$ cat src/rtl/slave_axi_stream_if.sv
// AXI-Stream receive-side bundle: upstream beat handshake plus the
// downstream first-word-fall-through FIFO port.
interface slave_axi_stream_if #(
    parameter int N = 4
) ();
    logic             tvalid;
    logic             tready;
    logic [8*N-1:0]   tdata;
    logic [N-1:0]     tstrb;
    logic [N-1:0]     tkeep;
    logic             tlast;
    logic             tid;
    logic             tdest;
    logic             tuser;

    logic             out_valid;
    logic             out_ready;
    logic [8*N-1:0]   out_data;
    logic [N-1:0]     out_keep;
    logic             out_last;

    modport slave (
        input  tvalid, tdata, tstrb, tkeep, tlast, tid, tdest, tuser,
        output tready,
        output out_valid, out_data, out_keep, out_last,
        input  out_ready
    );

    modport master (
        output tvalid, tdata, tstrb, tkeep, tlast, tid, tdest, tuser,
        input  tready,
        input  out_valid, out_data, out_keep, out_last,
        output out_ready
    );
endinterface

$ cat src/rtl/slave_axi_stream.sv
// AXI-Stream slave: receive FIFO (first-word fall-through), per-packet beat
// and byte accounting, and a sticky protocol-violation monitor.
module slave_axi_stream #(
    parameter int n     = 4,
    parameter int DEPTH = 4
) (
    input  logic                aclk_i,
    input  logic                areset_i,
    slave_axi_stream_if.slave   s,
    output logic                pkt_done_o,
    output logic [15:0]         pkt_beats_o,
    output logic [15:0]         pkt_bytes_o,
    output logic                pkt_id_o,
    output logic                pkt_dest_o,
    output logic                protocol_err_o
);
    localparam int AW = $clog2(DEPTH);
    localparam int EW = 8*n + n + 1;
    localparam int HW = 8*n + n + 2;
    localparam logic [AW:0] FULL_FILL = (AW+1)'(DEPTH);

    logic [EW-1:0]  mem_q [DEPTH];
    logic [AW-1:0]  wr_ptr_q, wr_ptr_d, rd_ptr_q, rd_ptr_d;
    logic [AW:0]    fill_q, fill_d;
    logic [15:0]    beat_cnt_q, beat_cnt_d, byte_cnt_q, byte_cnt_d;
    logic [15:0]    pkt_beats_q, pkt_beats_d, pkt_bytes_q, pkt_bytes_d;
    logic           pkt_done_q, pkt_done_d, pkt_id_q, pkt_id_d, pkt_dest_q, pkt_dest_d;
    logic           in_pkt_q, in_pkt_d, first_id_q, first_id_d, first_dest_q, first_dest_d;
    logic           err_q, err_d, stall_q, stall_d;
    logic [HW-1:0]  held_q, held_now;

    logic           tready_w, accept, null_beat, store, pop, out_valid_w;
    logic [16:0]    beat_sum, byte_sum;
    logic [15:0]    beat_inc, byte_inc;

    // tready looks only at registered fill, so a pop while full frees a slot next cycle
    assign tready_w    = (fill_q < FULL_FILL) && !areset_i;
    assign accept      = s.tvalid && tready_w;
    assign null_beat   = (s.tkeep == '0) && (s.tstrb == '0) && !s.tlast;
    assign store       = accept && !null_beat;
    assign out_valid_w = (fill_q != '0);
    assign pop         = out_valid_w && s.out_ready;

    assign s.tready    = tready_w;
    assign s.out_valid = out_valid_w;
    assign {s.out_data, s.out_keep, s.out_last} = out_valid_w ? mem_q[rd_ptr_q] : '0;

    assign beat_sum = {1'b0, beat_cnt_q} + 17'd1;
    assign byte_sum = {1'b0, byte_cnt_q} + 17'($countones(s.tkeep));
    assign beat_inc = beat_sum[16] ? 16'hFFFF : beat_sum[15:0];
    assign byte_inc = byte_sum[16] ? 16'hFFFF : byte_sum[15:0];
    assign held_now = {s.tdata, s.tkeep, s.tlast, s.tuser};

    // FIFO storage; contents need no reset because fill gates visibility
    always_ff @(posedge aclk_i) begin
        if (store) begin
            mem_q[wr_ptr_q] <= {s.tdata, s.tkeep, s.tlast};
        end
    end

    // FIFO pointers and occupancy; store and pop together keep fill unchanged
    always_comb begin
        wr_ptr_d = wr_ptr_q;
        rd_ptr_d = rd_ptr_q;
        fill_d   = fill_q;
        if (store) wr_ptr_d = wr_ptr_q + 1'b1;
        if (pop)   rd_ptr_d = rd_ptr_q + 1'b1;
        case ({store, pop})
            2'b10:   fill_d = fill_q + 1'b1;
            2'b01:   fill_d = fill_q - 1'b1;
            default: fill_d = fill_q;
        endcase
    end

    // Packet accounting: running totals fold into the published report on tlast
    always_comb begin
        beat_cnt_d   = beat_cnt_q;
        byte_cnt_d   = byte_cnt_q;
        in_pkt_d     = in_pkt_q;
        first_id_d   = first_id_q;
        first_dest_d = first_dest_q;
        pkt_done_d   = 1'b0;
        pkt_beats_d  = pkt_beats_q;
        pkt_bytes_d  = pkt_bytes_q;
        pkt_id_d     = pkt_id_q;
        pkt_dest_d   = pkt_dest_q;
        if (store) begin
            if (!in_pkt_q) begin
                first_id_d   = s.tid;
                first_dest_d = s.tdest;
            end
            if (s.tlast) begin
                pkt_done_d  = 1'b1;
                pkt_beats_d = beat_inc;
                pkt_bytes_d = byte_inc;
                pkt_id_d    = in_pkt_q ? first_id_q   : s.tid;
                pkt_dest_d  = in_pkt_q ? first_dest_q : s.tdest;
                beat_cnt_d  = '0;
                byte_cnt_d  = '0;
                in_pkt_d    = 1'b0;
            end else begin
                beat_cnt_d  = beat_inc;
                byte_cnt_d  = byte_inc;
                in_pkt_d    = 1'b1;
            end
        end
    end

    // Protocol monitor: stalled beat must stay put, no strobe without keep, sideband fixed per packet
    always_comb begin
        err_d   = err_q;
        stall_d = s.tvalid && !tready_w;
        if (stall_q && (!s.tvalid || (held_now != held_q))) err_d = 1'b1;
        if (accept && ((s.tstrb & ~s.tkeep) != '0)) err_d = 1'b1;
        if (accept && in_pkt_q && ((s.tid != first_id_q) || (s.tdest != first_dest_q))) err_d = 1'b1;
    end

    // State registers with synchronous active-high reset
    always_ff @(posedge aclk_i) begin
        if (areset_i) begin
            wr_ptr_q     <= '0;
            rd_ptr_q     <= '0;
            fill_q       <= '0;
            beat_cnt_q   <= '0;
            byte_cnt_q   <= '0;
            in_pkt_q     <= 1'b0;
            first_id_q   <= 1'b0;
            first_dest_q <= 1'b0;
            pkt_done_q   <= 1'b0;
            pkt_beats_q  <= '0;
            pkt_bytes_q  <= '0;
            pkt_id_q     <= 1'b0;
            pkt_dest_q   <= 1'b0;
            err_q        <= 1'b0;
            stall_q      <= 1'b0;
            held_q       <= '0;
        end else begin
            wr_ptr_q     <= wr_ptr_d;
            rd_ptr_q     <= rd_ptr_d;
            fill_q       <= fill_d;
            beat_cnt_q   <= beat_cnt_d;
            byte_cnt_q   <= byte_cnt_d;
            in_pkt_q     <= in_pkt_d;
            first_id_q   <= first_id_d;
            first_dest_q <= first_dest_d;
            pkt_done_q   <= pkt_done_d;
            pkt_beats_q  <= pkt_beats_d;
            pkt_bytes_q  <= pkt_bytes_d;
            pkt_id_q     <= pkt_id_d;
            pkt_dest_q   <= pkt_dest_d;
            err_q        <= err_d;
            stall_q      <= stall_d;
            held_q       <= held_now;
        end
    end

    assign pkt_done_o     = pkt_done_q;
    assign pkt_beats_o    = pkt_beats_q;
    assign pkt_bytes_o    = pkt_bytes_q;
    assign pkt_id_o       = pkt_id_q;
    assign pkt_dest_o     = pkt_dest_q;
    assign protocol_err_o = err_q;
endmodule

$ cat src/flat_wrapper.sv
// flat-port wrapper written by rule: the top's interface ports become plain ports
module slave_axi_stream_flat 
#(
    parameter int n     = 4,
    parameter int DEPTH = 4
)
  (aclk_i, areset_i, pkt_done_o, pkt_beats_o, pkt_bytes_o, pkt_id_o, pkt_dest_o, protocol_err_o, s_tvalid, s_tdata, s_tstrb, s_tkeep, s_tlast, s_tid, s_tdest, s_tuser, s_tready, s_out_valid, s_out_data, s_out_keep, s_out_last, s_out_ready);
  slave_axi_stream_if s_i ();
  input  logic aclk_i;
  input  logic areset_i;
  output logic pkt_done_o;
  output logic [15:0] pkt_beats_o;
  output logic [15:0] pkt_bytes_o;
  output logic pkt_id_o;
  output logic pkt_dest_o;
  output logic protocol_err_o;
  input wire logic [$bits(s_i.tvalid)-1:0] s_tvalid;
  input wire logic [$bits(s_i.tdata)-1:0] s_tdata;
  input wire logic [$bits(s_i.tstrb)-1:0] s_tstrb;
  input wire logic [$bits(s_i.tkeep)-1:0] s_tkeep;
  input wire logic [$bits(s_i.tlast)-1:0] s_tlast;
  input wire logic [$bits(s_i.tid)-1:0] s_tid;
  input wire logic [$bits(s_i.tdest)-1:0] s_tdest;
  input wire logic [$bits(s_i.tuser)-1:0] s_tuser;
  output wire logic [$bits(s_i.tready)-1:0] s_tready;
  output wire logic [$bits(s_i.out_valid)-1:0] s_out_valid;
  output wire logic [$bits(s_i.out_data)-1:0] s_out_data;
  output wire logic [$bits(s_i.out_keep)-1:0] s_out_keep;
  output wire logic [$bits(s_i.out_last)-1:0] s_out_last;
  input wire logic [$bits(s_i.out_ready)-1:0] s_out_ready;
  assign s_i.tvalid = s_tvalid;
  assign s_i.tdata = s_tdata;
  assign s_i.tstrb = s_tstrb;
  assign s_i.tkeep = s_tkeep;
  assign s_i.tlast = s_tlast;
  assign s_i.tid = s_tid;
  assign s_i.tdest = s_tdest;
  assign s_i.tuser = s_tuser;
  assign s_tready = s_i.tready;
  assign s_out_valid = s_i.out_valid;
  assign s_out_data = s_i.out_data;
  assign s_out_keep = s_i.out_keep;
  assign s_out_last = s_i.out_last;
  assign s_i.out_ready = s_out_ready;
  slave_axi_stream #(.n(n), .DEPTH(DEPTH)) u_core (.aclk_i(aclk_i), .areset_i(areset_i), .s(s_i), .pkt_done_o(pkt_done_o), .pkt_beats_o(pkt_beats_o), .pkt_bytes_o(pkt_bytes_o), .pkt_id_o(pkt_id_o), .pkt_dest_o(pkt_dest_o), .protocol_err_o(protocol_err_o));
endmodule
$ cat config.mk
export PLATFORM = sky130hd
export DESIGN_NAME = slave_axi_stream_flat
export DESIGN_NICKNAME = d
export VERILOG_FILES = /design/src/rtl/slave_axi_stream_if.sv /design/src/rtl/slave_axi_stream.sv /design/src/flat_wrapper.sv
export SDC_FILE = /design/constraint.sdc
export NUM_CORES = 1
export LEC_CHECK = 0
export CORE_ASPECT_RATIO = 0.5
export CORE_MARGIN = 2
export CORE_UTILIZATION = 30
export CTS_CLUSTER_SIZE = 14
export DETAILED_ROUTE_END_ITERATION = 10
export SYNTH_ARGS = -nofsm -noshare
export SYNTH_HDL_FRONTEND = slang
export SYNTH_SLANG_ARGS = --single-unit
$ cat constraint.sdc
create_clock -name aclk_i -period 3.1 [get_ports aclk_i]
set_input_delay 0.62 -clock aclk_i [delete_from_list [all_inputs] [get_ports aclk_i]]
set_output_delay 0.62 -clock aclk_i [all_outputs]
set_load 0.05 [all_outputs]
## Yosys cells after proc, flatten, opt, wreduce, memory -nomap -nowiden

Memories as Yosys holds them, arrays and structs flattened. A register that Yosys moved wholly into a read port is not among the register bits.
Cells that the tools add are included.

| operators by class | value |
|---|---|
| add/sub/neg operators | 9 |
| equality and inequality tests | 5 |
| muxes and demuxes | 17 |
| order comparisons | 1 |
| bitwise logic cells | 3 |
| reductions and logical operators | 26 |

Operators by type and width:

| cell | number |
|---|---|
| 16-bit two-way mux | 4 |
| 38-bit inequality test | 1 |
| 37-bit two-way mux | 1 |
| 16-bit by 1-bit adder with 17-bit output, second input constant | 1 |
| 16-bit by 17-bit adder with 17-bit output | 1 |
| 17-bit adder | 1 |
| 1-bit logical AND | 11 |
| 1-bit two-way mux | 9 |
| 4-bit logical NOT | 2 |
| 3-bit case mux with 2 select lines | 1 |
| 3-bit nonzero test | 2 |
| 1-bit logical NOT | 5 |
| 1-bit by 1-bit adder with 2-bit output | 2 |
| 2-bit by 1-bit adder with 2-bit output, second input constant | 2 |
| 4-bit bitwise AND | 1 |
| 2-bit two-way mux | 2 |
| 4-bit NOT | 1 |
| 4-bit nonzero test | 1 |
| 3-bit by 1-bit adder with 3-bit output, second input constant | 1 |
| 3-bit < comparator, second input constant | 1 |
| 3-bit by 1-bit subtractor with 3-bit output, second input constant | 1 |
| 2-bit by 1-bit equality test with 1-bit output, second input constant | 1 |
| 2-bit equality test, second input constant | 1 |
| 1-bit logical OR | 2 |
| other kinds (5) | 6 |

| storage, ports and cells | value |
|---|---|
| memories | 1 |
| input bits | 48 |
| bits in registers | 117 |
| output and inout port bits | 75 |
| memory bits (writable) | 148 |

Memories:

| name | words | width | rd ports | clocked after memory_dff | write ports | line | text |
|---|---|---|---|---|---|---|---|
| u_core.mem_q | 4 | 37 | 1 | 1 | 1 | slave_axi_stream.sv:22 | `logic [EW-1:0] mem_q [DEPTH];` |

## Logic depth before layout (Yosys ltp)

| logic depth | value |
|---|---|
| depth in word-level cells | 7 |
| gate-level depth with buffers | 12 |

## Least setup slack after synthesis

Ideal clock, no wire load.

| path | value |
|---|---|
| kind | input -> register |
| start | in s_tkeep[2] |
| end | reg u_core.byte_cnt_q[15] |
| library setup time | 0.127 ns |
| stages | 10 |
| arrival time | 2.898 ns |
| data required time | 2.973 ns |
| setup slack | 0.075 ns |
| cell sequence | inv_1 ha_1 fa_1 ha_1 fa_1 and4_1 and4bb_2 nand3_1 mux2i_1 o21ai_0 |

| on the way | value |
|---|---|
| cells in the longest elaborated chain, start to end | 5 |

Ends and longest elaborated chain:

| element | line | text |
|---|---|---|
| start: declaration | flat_wrapper.sv:20 | `input wire logic [$bits(s_i.tkeep)-1:0] s_tkeep;` |
| 1-bit by 1-bit adder with 2-bit output (not written as such) or 4-bit logical NOT (tied branches) | slave_axi_stream.sv:49, slave_axi_stream.sv:39 |  |
| 17-bit adder (not written as such) or 1-bit logical AND (tied branches) | slave_axi_stream.sv:49, slave_axi_stream.sv:39 |  |
| 16-bit by 17-bit adder with 17-bit output or 1-bit logical AND (tied branches) | slave_axi_stream.sv:49, slave_axi_stream.sv:39 |  |
| 16-bit two-way mux or 1-bit logical NOT (tied branches) | slave_axi_stream.sv:51, slave_axi_stream.sv:40 |  |
| 16-bit two-way mux or 1-bit logical AND (tied branches) | slave_axi_stream.sv:92, slave_axi_stream.sv:40 |  |
| end signal: assignment | slave_axi_stream.sv:142 | `byte_cnt_q <= byte_cnt_d;` |
| end: declaration | slave_axi_stream.sv:25 | `logic [15:0] beat_cnt_q, beat_cnt_d, byte_cnt_q, byte_cnt_d;` |

Several ways; a longest one is shown, not always the timed one.
A chain may end at the register's enable or synchronous reset.

## Worst setup path in the final report

| path | value |
|---|---|
| start | in s_tkeep[0] |
| end | reg u_core.byte_cnt_q[15] |

The elaborated chain is that of the path after synthesis.

==> flow_results.org <==
** Run status
- Outcome :: finished clean

** Synth
- Synthesized netlist cell count :: just over 800
- Yosys synthesis warning count :: 0
- Synthesis inferred about 270 register bits.
- A synthesized cell averages around 13 um^2.
- Sorting the synthesized cells by area gives the leading types as sky130_fd_sc_hd__edfxtp_1 (41%), sky130_fd_sc_hd__dfxtp_1 (22%), sky130_fd_sc_hd__mux4_2 (7.6%).
- The synthesized design contains 148 enable-type register cells.
- Total standard cell area after synthesis :: 10900 um^2
- Number of library cell types mapped by synthesis :: between 50 and 60
- Of the synthesized area, sequential elements account for 62.6%.
- Async set or reset register ratio after synthesis :: 0%
- Summed over its instances, the top area cell type makes up 40.8% of the synthesized netlist area.
- In the synthesized netlist the dominant register cell turns out to be sky130_fd_sc_hd__edfxtp_1.
- Area leader, netlist :: sky130_fd_sc_hd__edfxtp_1
- Number of nets produced by synthesis :: 892

** Floorplanning
- Die ar. :: roughly 38000 um^2
- In this run the horizontal extent of the chip is 274 um.
- After floorplanning, the core was divided into 49 placement rows.
- Initial core utilization :: 30.4%
- After floorplanning, the core was sized to cover 35900 um^2.
- Top-Level Pins :: 123
- Vertical extent of the die :: ~140 um

** Timing
- Final Hold Violating Endpoints :: 0
- For this run, the top clock speed supported by timing is around 340 MHz.
- At the pin with the least slew margin, the transition time is 756 ps.
- Worst Hold Slack :: roughly 370 ps
- Number of max-slew violations in the final report :: 0
- Share of the cycle needed by the critical path after routing :: 95.3%
- On the final layout, the worst clock skew is about 17 ps.
- Setup repair after global routing left no endpoint under its margin.
- Final setup violating endpoints :: 0
- Final worst-path setup slack :: 144 ps
- The worst path in the final design needs a cycle of just under 3000 ps, including I/O delays and setup.
- Measured against its own limit, the worst slew margin works out to 49.2%.

** Clocking
- Counting along the longest clock path gives a buffer depth of 3.
- Clock tree synthesis selected as its root buffer the cell sky130_fd_sc_hd__clkbuf_16.
- Number of buffers inserted by hold repair at cts :: 0
- Latest clock arrival within the worst-skew pair :: roughly 550 ps
- Number of H-tree levels :: 1
- Clock-pin slew on the worst setup and hold paths :: roughly 60 ps
- TritonCTS clock tree :: yes
- Clock sink count :: 267
- Total clock buffers created by CTS :: 27

** Place
- Input and output buffers added on the ports amount to about 120.
- HPWL reported at the end of detailed placement :: between 15000 and 20000 um
- After detailed placement, the total cell area comes to 13300 um^2.
- DP Worst Slack :: -533 ps
- At the end of routability-driven placement, the weighted congestion stood at approximately 0.8.

** Global route
- The initial antenna violation count came to 1.
- The via count of the first global-routing pass is 7227.
- Wire length of the first global-routing pass :: roughly 40000 um
- Overall track demand over capacity in global routing :: 13.3%
- After global routing the overflow that remains totals 0.
- Entering global routing, the biggest net connects 47 pins.

** Setup path
- Crit path launch :: s_tkeep[0]
- Type of the setup path with the least slack :: input port to register
- Measured in cells, the most critical reg-to-reg path has a length of 10.
- STA classifies the critical path startpoint as an input port.
- Highest net fanout along the worst path :: 5
- Critical R2R Launch :: u_core.byte_cnt_q[1]$_SDFFE_PP0P_
- Data arrival time of the critical path :: around 3400 ps
- STA classifies the critical path endpoint as a register.
- R2r setup slk :: 530 ps
- STA puts the critical path data required time at 3520 ps.
- Capture instance of the worst register-to-register path :: u_core.byte_cnt_q[15]$_SDFFE_PP0P_
- Crit path to :: u_core.byte_cnt_q[15]$_SDFFE_PP0P_

** Drt
- Met2 routed WL :: roughly 13000 um
- Sum of routed wire segments on met1 :: ~10000 um
- Uppermost layer routed :: met4
- The first detailed-routing pass ran for 6 iterations.
- After detailed routing, the total wire length is between 20000 and 30000 um.
- Using the TritonRoute via totals, the vias-per-cell ratio works out to between 4 and 5.
- Across all layers, the routed design uses around 7000 vias.
- Wire segments on met3 add up to 945 um in the final route.
- DRC violation count after routing :: 0
- Antenna-violating nets left :: 0
- In the final routed layout, each cell accounts on average for between 15 and 20 um.
- In this run, the number of DRC markers left after iteration 0 of detailed routing was around 340.

** Finish
- Final #Nets :: around 1000
- Fraction of layout instances using a drive strength above 1 :: between 10% and 20%
- Post-route standard cell area excluding fillers :: about 14000 um^2
- Post-route core utilization :: between 30% and 40%
- Relative to the synthesized area, the layout overhead comes to 30.5%.
- Number of fillers in the final layout :: approximately 3300

** Power and ir drop
- Share of total power consumed by net switching :: 32.0%
- Dividing total power by cell area gives a power density of about 770 nW/um^2.
- Largest voltage drop on the vdd net :: roughly 0.41 mV
- Internal power consumption :: between 7000 and 8000 uW
- P_sw :: between 3000 and 4000 uW
- Reg power frac :: between 30% and 40%
- The completed layout was analyzed and its total power is around 11000 uW.
- The analysis attributes to cell leakage a power of a little under 0.005 uW.
- Of the total power, combinational logic draws 34.0%.
- Clock power share :: 29.3%

** Run
- MaxCap Viol Count :: 0

** Min path
- Worst Hold Class :: input port to register
worst min-delay path by stage:
stage | depth (start not counted) | from | slack, ps | to
6_report | 1 | s_tkeep[2] | 370 | u_core.mem_q[2][3]$_DFFE_PP_
5_1_grt | 1 | s_tkeep[2] | 380 | u_core.mem_q[2][3]$_DFFE_PP_
4_1_cts | 2 | u_core.pkt_bytes_o[7]$_SDFFE_PP0P_ | 470 | u_core.pkt_bytes_o[7]$_SDFFE_PP0P_
3_5_place_dp | 2 | u_core.pkt_bytes_o[7]$_SDFFE_PP0P_ | 450 | u_core.pkt_bytes_o[7]$_SDFFE_PP0P_
3_3_place_gp | 2 | u_core.pkt_beats_o[4]$_SDFFE_PP0P_ | 450 | u_core.pkt_beats_o[4]$_SDFFE_PP0P_
2_1_floorplan | 2 | u_core.byte_cnt_q[1]$_SDFFE_PP0P_ | 430 | u_core.byte_cnt_q[1]$_SDFFE_PP0P_
registers in the layout, indices dropped and copies added (netlist names), 2 cells and up, named ones only:
name / cells
u_core.beat_cnt_q: 16
u_core.byte_cnt_q: 16
u_core.fill_q: 3
u_core.held_q: 38
u_core.mem_q: 148
u_core.pkt_beats_o: 16
u_core.pkt_bytes_o: 16
u_core.rd_ptr_q: 2
u_core.wr_ptr_q: 2
worst max-delay path: stages:
cell and delay [ps]:
sky130_fd_sc_hd__clkdlybuf4s50_1 510, sky130_fd_sc_hd__inv_1 80, sky130_fd_sc_hd__ha_1 310, sky130_fd_sc_hd__fa_1 370
sky130_fd_sc_hd__ha_1 230, sky130_fd_sc_hd__fa_1 390, sky130_fd_sc_hd__and4_4 230, sky130_fd_sc_hd__and4bb_2 240
sky130_fd_sc_hd__nand3_1 90, sky130_fd_sc_hd__mux2i_1 210, sky130_fd_sc_hd__o21ai_0 100
cells in the final DEF, fill, tap and decap left out, types with 3 or more instances in the layout:
cell type and n:
sky130_fd_sc_hd__a21o_1 4, sky130_fd_sc_hd__a21oi_1 53, sky130_fd_sc_hd__a22o_1 3, sky130_fd_sc_hd__a22oi_1 3
sky130_fd_sc_hd__a311oi_1 4, sky130_fd_sc_hd__a31oi_1 11, sky130_fd_sc_hd__a41oi_1 3, sky130_fd_sc_hd__and2_1 41
sky130_fd_sc_hd__and2_2 4, sky130_fd_sc_hd__and3_1 6, sky130_fd_sc_hd__and4_1 6, sky130_fd_sc_hd__buf_12 43
sky130_fd_sc_hd__buf_4 47, sky130_fd_sc_hd__clkbuf_1 6, sky130_fd_sc_hd__clkbuf_16 27, sky130_fd_sc_hd__clkdlybuf4s50_1 81
sky130_fd_sc_hd__clkinv_1 5, sky130_fd_sc_hd__clkinv_2 6, sky130_fd_sc_hd__dfxtp_1 117, sky130_fd_sc_hd__edfxtp_1 148
sky130_fd_sc_hd__fa_1 4, sky130_fd_sc_hd__ha_1 12, sky130_fd_sc_hd__inv_1 22, sky130_fd_sc_hd__mux2i_1 5
sky130_fd_sc_hd__mux4_2 37, sky130_fd_sc_hd__nand2_1 42, sky130_fd_sc_hd__nand3_1 27, sky130_fd_sc_hd__nand4_1 9
sky130_fd_sc_hd__nor2_1 35, sky130_fd_sc_hd__nor2b_1 34, sky130_fd_sc_hd__nor3_1 9, sky130_fd_sc_hd__nor4_1 6
sky130_fd_sc_hd__o21ai_0 37, sky130_fd_sc_hd__o21ai_1 5, sky130_fd_sc_hd__o22ai_1 3, sky130_fd_sc_hd__xnor2_1 33
sky130_fd_sc_hd__xor2_1 28
cells in the mapped netlist, drive strengths merged, types with 11 or more instances:
master / instances
edfxtp: 148
dfxtp: 119
a21oi: 53
and2: 45
nand2: 42
o21ai: 42
nor2: 38
mux4: 37
nor2b: 34
xnor2: 34
nand3: 28
xor2: 28
clkbuf: 24
inv: 23
buf: 22
ha: 12
a31oi: 11
what timing repair did:
item / CTS / global route
buffers inserted: 0 / 1
resized for setup: 0 / 6
setup endpoints to repair: 0 / 29
logic make-up after synthesis:
group / Yosys count / share of synthesized area (%)
DFF: 267 / 62.6
and+or+nand+nor: 234 / 11.8
AOI/OAI and AO/OA: 137 / 7.38
buffers and inverters: 70 / 3.01
xor gates and xnor gates: 62 / 4.98
muxes: 42 / 8.11
adders and majority gates: 16 / 2.11
layer usage:
layer	up-vias	GRT usage, %
met5	-	0
met4	0	3.91
met3	39	2.37
met2	129	24.3
met1	3494	15.9
li1	3335	-
layout make-up:
| cell class | count | area, um^2 | share of cell area [%] |
|---|---|---|---|
| inverters | 24 | 92.6 | 0.651 |
| multi-input cells | 491 | 3760 | 26.5 |
| well taps | 484 | 606 | 4.26 |
| clock buffers | 35 | 726 | 5.10 |
| diodes | 1 | 2.50 | 0.0176 |
| repair buffers | 174 | 2050 | 14.5 |
| clock inverters | 15 | 144 | 1.01 |
| flip-flops and latches | 267 | 6830 | 48.0 |
power by group through the flow:
stage,clock [uW],sequential (uW),combinational (uW)
detailed placement,0,4090,3770
finish,3200,4010,3710
CTS,3260,4010,3780
global placement,0,4080,3750
global route,3400,4030,3910
floorplan,0,4170,1960
through the flow:
step                      TNS [ps]  std cells
final                            0       1491
after floorplan                  0        828
after detailed placement    -14440       1439
after CTS                        0       1489
after global placement      -13030       1439
after global routing             0       1491
No activity file was read; power rests on OpenSTA's default activity.
